[src/rtl/rtc_pkg.sv]
// Shared constants and BCD helpers for the real-time-clock timekeeper.
package rtc_pkg;

   localparam int MAX_HR  = 23;
   localparam int MAX_MIN = 59;
   localparam int MAX_SEC = 59;
   localparam int BCD_W   = 4;

   typedef struct packed {
      logic [BCD_W-1:0] tens;
      logic [BCD_W-1:0] ones;
   } bcd2_t;

   // Binary 0..69 to two BCD digits by repeated subtraction.
   function automatic bcd2_t to_bcd(input logic [6:0] v);
      bcd2_t      r;
      logic [6:0] rem;
      r.tens = '0;
      rem    = v;
      for (int i = 0; i < 6; i++) begin
         if (rem >= 7'd10) begin
            rem    = rem - 7'd10;
            r.tens = r.tens + 4'd1;
         end
      end
      r.ones = 4'(rem);
      return r;
   endfunction

endpackage

[src/rtl/bcd_digit_ctr.sv]
// One BCD digit counting 0..MODULUS-1 with increment-enable, synchronous load and carry-out.
module bcd_digit_ctr
   import rtc_pkg::*;
#(
   parameter int MODULUS = 10
) (
   input  logic             clk,
   input  logic             rst,
   input  logic             inc,
   input  logic             load,
   input  logic [BCD_W-1:0] load_val,
   output logic [BCD_W-1:0] q,
   output logic             carry
);

   localparam logic [BCD_W-1:0] LAST = BCD_W'(MODULUS - 1);

   assign carry = inc && (q == LAST);

   always_ff @(posedge clk or posedge rst) begin
      if (rst) begin
         q <= '0;
      end else if (load) begin
         q <= load_val;
      end else if (inc) begin
         q <= (q == LAST) ? '0 : q + BCD_W'(1);
      end
   end

endmodule

[src/rtl/rtc_timekeeper.sv]
// Time-of-day clock: prescaled one-second tick, BCD HH:MM:SS, time load with range check,
// 12/24-hour display and a daily HH:MM alarm.
module rtc_timekeeper
   import rtc_pkg::*;
#(
   parameter int TICK_DIV = 100000000,
   parameter int ALARM_EN = 1
) (
   input  logic       clk,
   input  logic       rst,
   input  logic       en,
   input  logic       mode_12h,
   input  logic       set_valid,
   output logic       set_ready,
   input  logic [4:0] set_hh,
   input  logic [5:0] set_mm,
   input  logic [5:0] set_ss,
   output logic       set_err,
   input  logic       alarm_wr,
   input  logic       alarm_clr,
   input  logic [4:0] alarm_hh,
   input  logic [5:0] alarm_mm,
   output logic [3:0] sec_ones,
   output logic [3:0] sec_tens,
   output logic [3:0] min_ones,
   output logic [3:0] min_tens,
   output logic [3:0] hr_ones,
   output logic [3:0] hr_tens,
   output logic       pm,
   output logic       sec_tick,
   output logic       alarm_hit
);

   localparam int            PW       = $clog2(TICK_DIV);
   localparam logic [PW-1:0] PRE_LAST = PW'(TICK_DIV - 1);

   logic [PW-1:0]    presc;
   logic [BCD_W-1:0] s1, s10, m1, m10, h1, h10;
   logic             c_s1, c_s10, c_m1, c_m10, c_h1, c_h10;
   logic             in_range, accept, tick, adv, day_wrap, hr_load;
   bcd2_t            ld_h, ld_m, ld_s, al_h, al_m, hr_dig;
   logic             armed, al_ok;
   logic [4:0]       hr_bin, hr_disp;

   assign in_range = (set_hh <= 5'(MAX_HR)) && (set_mm <= 6'(MAX_MIN)) && (set_ss <= 6'(MAX_SEC));
   assign accept   = set_valid && set_ready && in_range;
   assign tick     = en && (presc == PRE_LAST);
   assign adv      = tick && !accept;

   assign ld_h = to_bcd({2'b00, set_hh});
   assign ld_m = to_bcd({1'b0, set_mm});
   assign ld_s = to_bcd({1'b0, set_ss});

   // c_h10 can only fire from an out-of-range hour; folding it in forces a return to 00.
   assign day_wrap = c_m10 && (((h10 == 4'd2) && (h1 == 4'd3)) || c_h10);
   assign hr_load  = accept || day_wrap;

   always_ff @(posedge clk or posedge rst) begin
      if (rst) begin
         presc <= '0;
      end else if (accept) begin
         presc <= '0;
      end else if (en) begin
         presc <= (presc == PRE_LAST) ? '0 : presc + PW'(1);
      end
   end

   bcd_digit_ctr #(.MODULUS(10)) u_s1 (.clk(clk), .rst(rst), .inc(adv), .load(accept),
      .load_val(ld_s.ones), .q(s1), .carry(c_s1));
   bcd_digit_ctr #(.MODULUS(6)) u_s10 (.clk(clk), .rst(rst), .inc(c_s1), .load(accept),
      .load_val(ld_s.tens), .q(s10), .carry(c_s10));
   bcd_digit_ctr #(.MODULUS(10)) u_m1 (.clk(clk), .rst(rst), .inc(c_s10), .load(accept),
      .load_val(ld_m.ones), .q(m1), .carry(c_m1));
   bcd_digit_ctr #(.MODULUS(6)) u_m10 (.clk(clk), .rst(rst), .inc(c_m1), .load(accept),
      .load_val(ld_m.tens), .q(m10), .carry(c_m10));
   bcd_digit_ctr #(.MODULUS(10)) u_h1 (.clk(clk), .rst(rst), .inc(c_m10), .load(hr_load),
      .load_val(accept ? ld_h.ones : 4'd0), .q(h1), .carry(c_h1));
   bcd_digit_ctr #(.MODULUS(3)) u_h10 (.clk(clk), .rst(rst), .inc(c_h1), .load(hr_load),
      .load_val(accept ? ld_h.tens : 4'd0), .q(h10), .carry(c_h10));

   always_ff @(posedge clk or posedge rst) begin
      if (rst) begin
         sec_tick  <= 1'b0;
         set_ready <= 1'b1;
         set_err   <= 1'b0;
      end else begin
         sec_tick  <= adv;
         set_ready <= !accept;
         set_err   <= set_valid && set_ready && !in_range;
      end
   end

   assign al_ok = (alarm_hh <= 5'(MAX_HR)) && (alarm_mm <= 6'(MAX_MIN));

   always_ff @(posedge clk or posedge rst) begin
      if (rst) begin
         al_h  <= '0;
         al_m  <= '0;
         armed <= 1'b0;
      end else if (alarm_clr) begin
         armed <= 1'b0;
      end else if (alarm_wr && al_ok) begin
         al_h  <= to_bcd({2'b00, alarm_hh});
         al_m  <= to_bcd({1'b0, alarm_mm});
         armed <= 1'b1;
      end
   end

   // sec_tick only follows a real advance, so a load onto the alarm time never hits.
   assign alarm_hit = (ALARM_EN != 0) && sec_tick && armed && ({h10, h1} == al_h) &&
                      ({m10, m1} == al_m) && (s10 == 4'd0) && (s1 == 4'd0);

   assign hr_bin = 5'(h10) * 5'd10 + 5'(h1);
   assign pm     = (hr_bin >= 5'd12);

   always_comb begin
      hr_disp = hr_bin;
      if (mode_12h) begin
         if (hr_bin == 5'd0) begin
            hr_disp = 5'd12;
         end else if (hr_bin > 5'd12) begin
            hr_disp = hr_bin - 5'd12;
         end
      end
   end

   assign hr_dig   = to_bcd({2'b00, hr_disp});
   assign hr_tens  = hr_dig.tens;
   assign hr_ones  = hr_dig.ones;
   assign min_tens = m10;
   assign min_ones = m1;
   assign sec_tens = s10;
   assign sec_ones = s1;

endmodule

[config.mk]
export PLATFORM = sky130hd
export DESIGN_NAME = rtc_timekeeper
export DESIGN_NICKNAME = d
export VERILOG_FILES = /design/src/rtl/rtc_pkg.sv /design/src/rtl/bcd_digit_ctr.sv /design/src/rtl/rtc_timekeeper.sv
export SDC_FILE = /design/constraint.sdc
export NUM_CORES = 1
export LEC_CHECK = 0
export ABC_AREA = 1
export CAP_MARGIN = 20
export CORE_ASPECT_RATIO = 1.4
export CORE_UTILIZATION = 29
export DETAILED_ROUTE_END_ITERATION = 10
export GPL_ROUTABILITY_DRIVEN = 1
export PLACE_DENSITY = 0.48
export SLEW_MARGIN = 20
export SYNTH_ARGS = -nofsm -noshare
export SYNTH_HDL_FRONTEND = slang
export SYNTH_HIERARCHICAL = 1
export SYNTH_SLANG_ARGS = --single-unit
[constraint.sdc]
create_clock -name clk -period 9.78 [get_ports clk]
set_input_delay 1.467 -clock clk [delete_from_list [all_inputs] [get_ports clk]]
set_output_delay 1.467 -clock clk [all_outputs]
set_load 0.01 [all_outputs]
==> reports/metrics.cfg <==
[floorplanning]
rows = 86
die_y_microns = 239
design.die.area_sq_mm = 0.0408
start_util_pct = 29.5
die_w_microns = 171
ios = 64
core_sq_mm = 0.0394

[yosys]
ys_seq_area_share_pct = 15.3
syn_nets = 1935
yosys_warnings = 6
synthTopCellsByCount = nand2_1 (458), inv_1 (266), nand3_1 (128)
ys.flop_type = dfrtp_1
ys_ff_latch = 71
netlist.area_leader.share_pct = 15.1
netlist_area_sq_mm = 0.0116
syn_inst = 1796
syn_area_per_cell_sq_um = 6.46
synth.area.top_cells = dfrtp_1 (15%), nand2_1 (15%), ha_1 (11%)
synth-edff-count = 0
synthArstFlopShare_pct = 100
synth_top_area_cell = dfrtp_1
synth_most_common_cell = nand2_1
synthDistinctLibCells = 73

[cts]
cts.htree.levels = 3
cts_tree = built
clockBufferDepth = 2
clk_latency_ps = 350
cts_inserted_buffers = 9
clock-sinks = 71
clk_pin_slew_worst_paths_ps = 60
cts_root_buf = clkbuf_16
cts_hold_buf = 0

[routing]
drtIter0Drc = 454
dr_total_vias = 11100
final_antenna_net_count = 0
drt-pass1-iter-count = 4
drc_errors = 0
wl_per_cell_microns = 11.7
vias_per_cell = 4.59
routed_wl_mm = 28.3

[timing]
min_period_ps = 9060
setup_violations = 0
worst_slew_pin_slew_ps = 934
finClkSkew_ps = 5.13
clock.fmax_ghz = 0.110
max_slew_margin_pct = 37.5
worst_hold_slack_ps = 504
maxSlewViolCount = 0
hold_violations = 0
period_share_pct = 92.6

[layout]
area_growth_pct = 14.9
nets = 2013
num_antenna_cells = 0
stdcell_area_sq_mm = 0.0133
layout-drive-gt1-share_pct = 15.2

[setup_path]
endpoint_kind = primary output
startpoint_type = input pin
critical_path_class = input pin to primary output
crit_top_cell = nand2_1
cpMaxStageDelayCell = clkdlybuf4s50_1
worst-path-max-fanout = 9
worstPathRequired_ps = 8310
crit_arrival_ps = 7590
critPathMaxStageDelay_ps = 570

[grt]
grt_pass1_vias = 10500
grt_max_degree = 48
grtUsageTotal_pct = 14.2
grt.overflow.total = 0
grt_pass1_wl_mm = 48.0
antenna_found_initial = 0

[placed_design]
place_area_sq_mm = 0.0128
numPortBuffers = 63
hpwl_mm = 23.4
gp_congestion = 0.811

[min_path]
min_path_type = flop to flop

[flow_run]
cap_violations = 0

[outcome]
status = finished clean

cells by family (layout without fill, tap and decap cells):
kind of cell / after synthesis / in the layout / synth area share, %
buffers and inverters: 340 / 423 / 11.4
multiplexers: 2 / 2 / 0.183
AND/OR/NAND/NOR: 948 / 948 / 41.2
XOR/XNOR: 85 / 85 / 7.64
flip-flops: 71 / 71 / 15.3
adder cells (fa/ha/maj): 104 / 104 / 11.3
AO/OA/AOI/OAI: 246 / 246 / 13.0
worst max-delay path, delay by kind of cell:
| kind | cells | cell delay, ps |
|---|---|---|
| and+or+nand+nor | 38 | 3490 |
| buffers and inverters | 14 | 1650 |
| adders and majority gates | 6 | 980 |
final timing paths:
kind / depth (start not counted) / slack [ps] / end / start
worst min register to register: 2 / 500 / al_h[2] / al_h[2]
min in group asynchronous: 2 / 1610 / u_m10/q[1] / rst
worst max-delay path: 58 / 720 / hr_tens[0] / mode_12h
worst min-delay path: 2 / 500 / al_h[2] / al_h[2]
worst max register to register: 21 / 4160 / u_h10/q[1] / presc[0]
max in group asynchronous: 2 / 7370 / presc[19] / rst
stage by stage:
| stage | setup slack, ps | setup TNS, ps | utilization (%) | instances |
|---|---|---|---|---|
| after global placement | 487 | 0 | 32.6 | 2378 |
| after CTS | 20.7 | 0 | 33.4 | 2394 |
| after floorplan | 1570 | 0 | - | 1796 |
| after global routing | -57.0 | -113 | 33.8 | 2407 |
| after detailed placement | 302 | 0 | 32.6 | 2378 |
| final | 722 | 0 | 33.8 | 2407 |
layout make-up:
| cell class | count | area [sq um] |
|---|---|---|
| timing repair buffer | 81 | 783 |
| multi-input combinational | 1385 | 8570 |
| clock inverter | 6 | 68.8 |
| sequential | 71 | 1780 |
| fill | 4322 | 26100 |
| inverter | 326 | 1230 |
| clock buffer | 10 | 239 |
| tap | 528 | 661 |
registers in the layout, summed over array words and instances (netlist names), 4 cells and up:
name     cells
presc       27
al_h         8
al_m         8
u_h1/q       4
u_h10/q      4
u_m1/q       4
u_m10/q      4
u_s1/q       4
u_s10/q      4
repair_timing:
| item | in CTS | in global routing |
|---|---|---|
| buffers inserted | 0 | 13 |
| endpoints found under the setup margin | 7 | 7 |
| gates resized for setup | 2 | 20 |
| pin swaps | 1 | 6 |
cells in the final DEF, fill, tap and decap left out, drive strengths merged, types with 4 or more instances in the layout:
cell type | netlist | routed
or2 | 11 | 11
nand4 | 43 | 43
clkdlybuf4s50 | 0 | 56
nand3b | 22 | 22
nor2 | 161 | 161
inv | 321 | 321
dfrtp | 70 | 70
nand2 | 515 | 515
nor4 | 9 | 9
and3 | 6 | 6
xor2 | 72 | 72
dlymetal6s2s | 0 | 7
a21oi | 75 | 75
buf | 8 | 18
o22ai | 4 | 4
ha | 103 | 103
nand3 | 148 | 148
clkinv | 5 | 9
a221oi | 4 | 4
nor3 | 25 | 25
o21a | 7 | 7
xnor2 | 13 | 13
nor3b | 5 | 5
clkbuf | 6 | 10
o21ai | 118 | 118
a22oi | 14 | 14
routing by layer:
layer | wire length (microns) | vias up | GRT usage [%]
li1 | - | 5930 | -
met1 | 12500 | 4995 | 16.4
met2 | 14900 | 107 | 27.5
met3 | 561 | 24 | 1.19
met4 | 357 | 0 | 3.52
met5 | 0 | - | 0
Power is not shown: default switching activity piles up to over one toggle a cycle in this logic, so the estimate is an artifact.
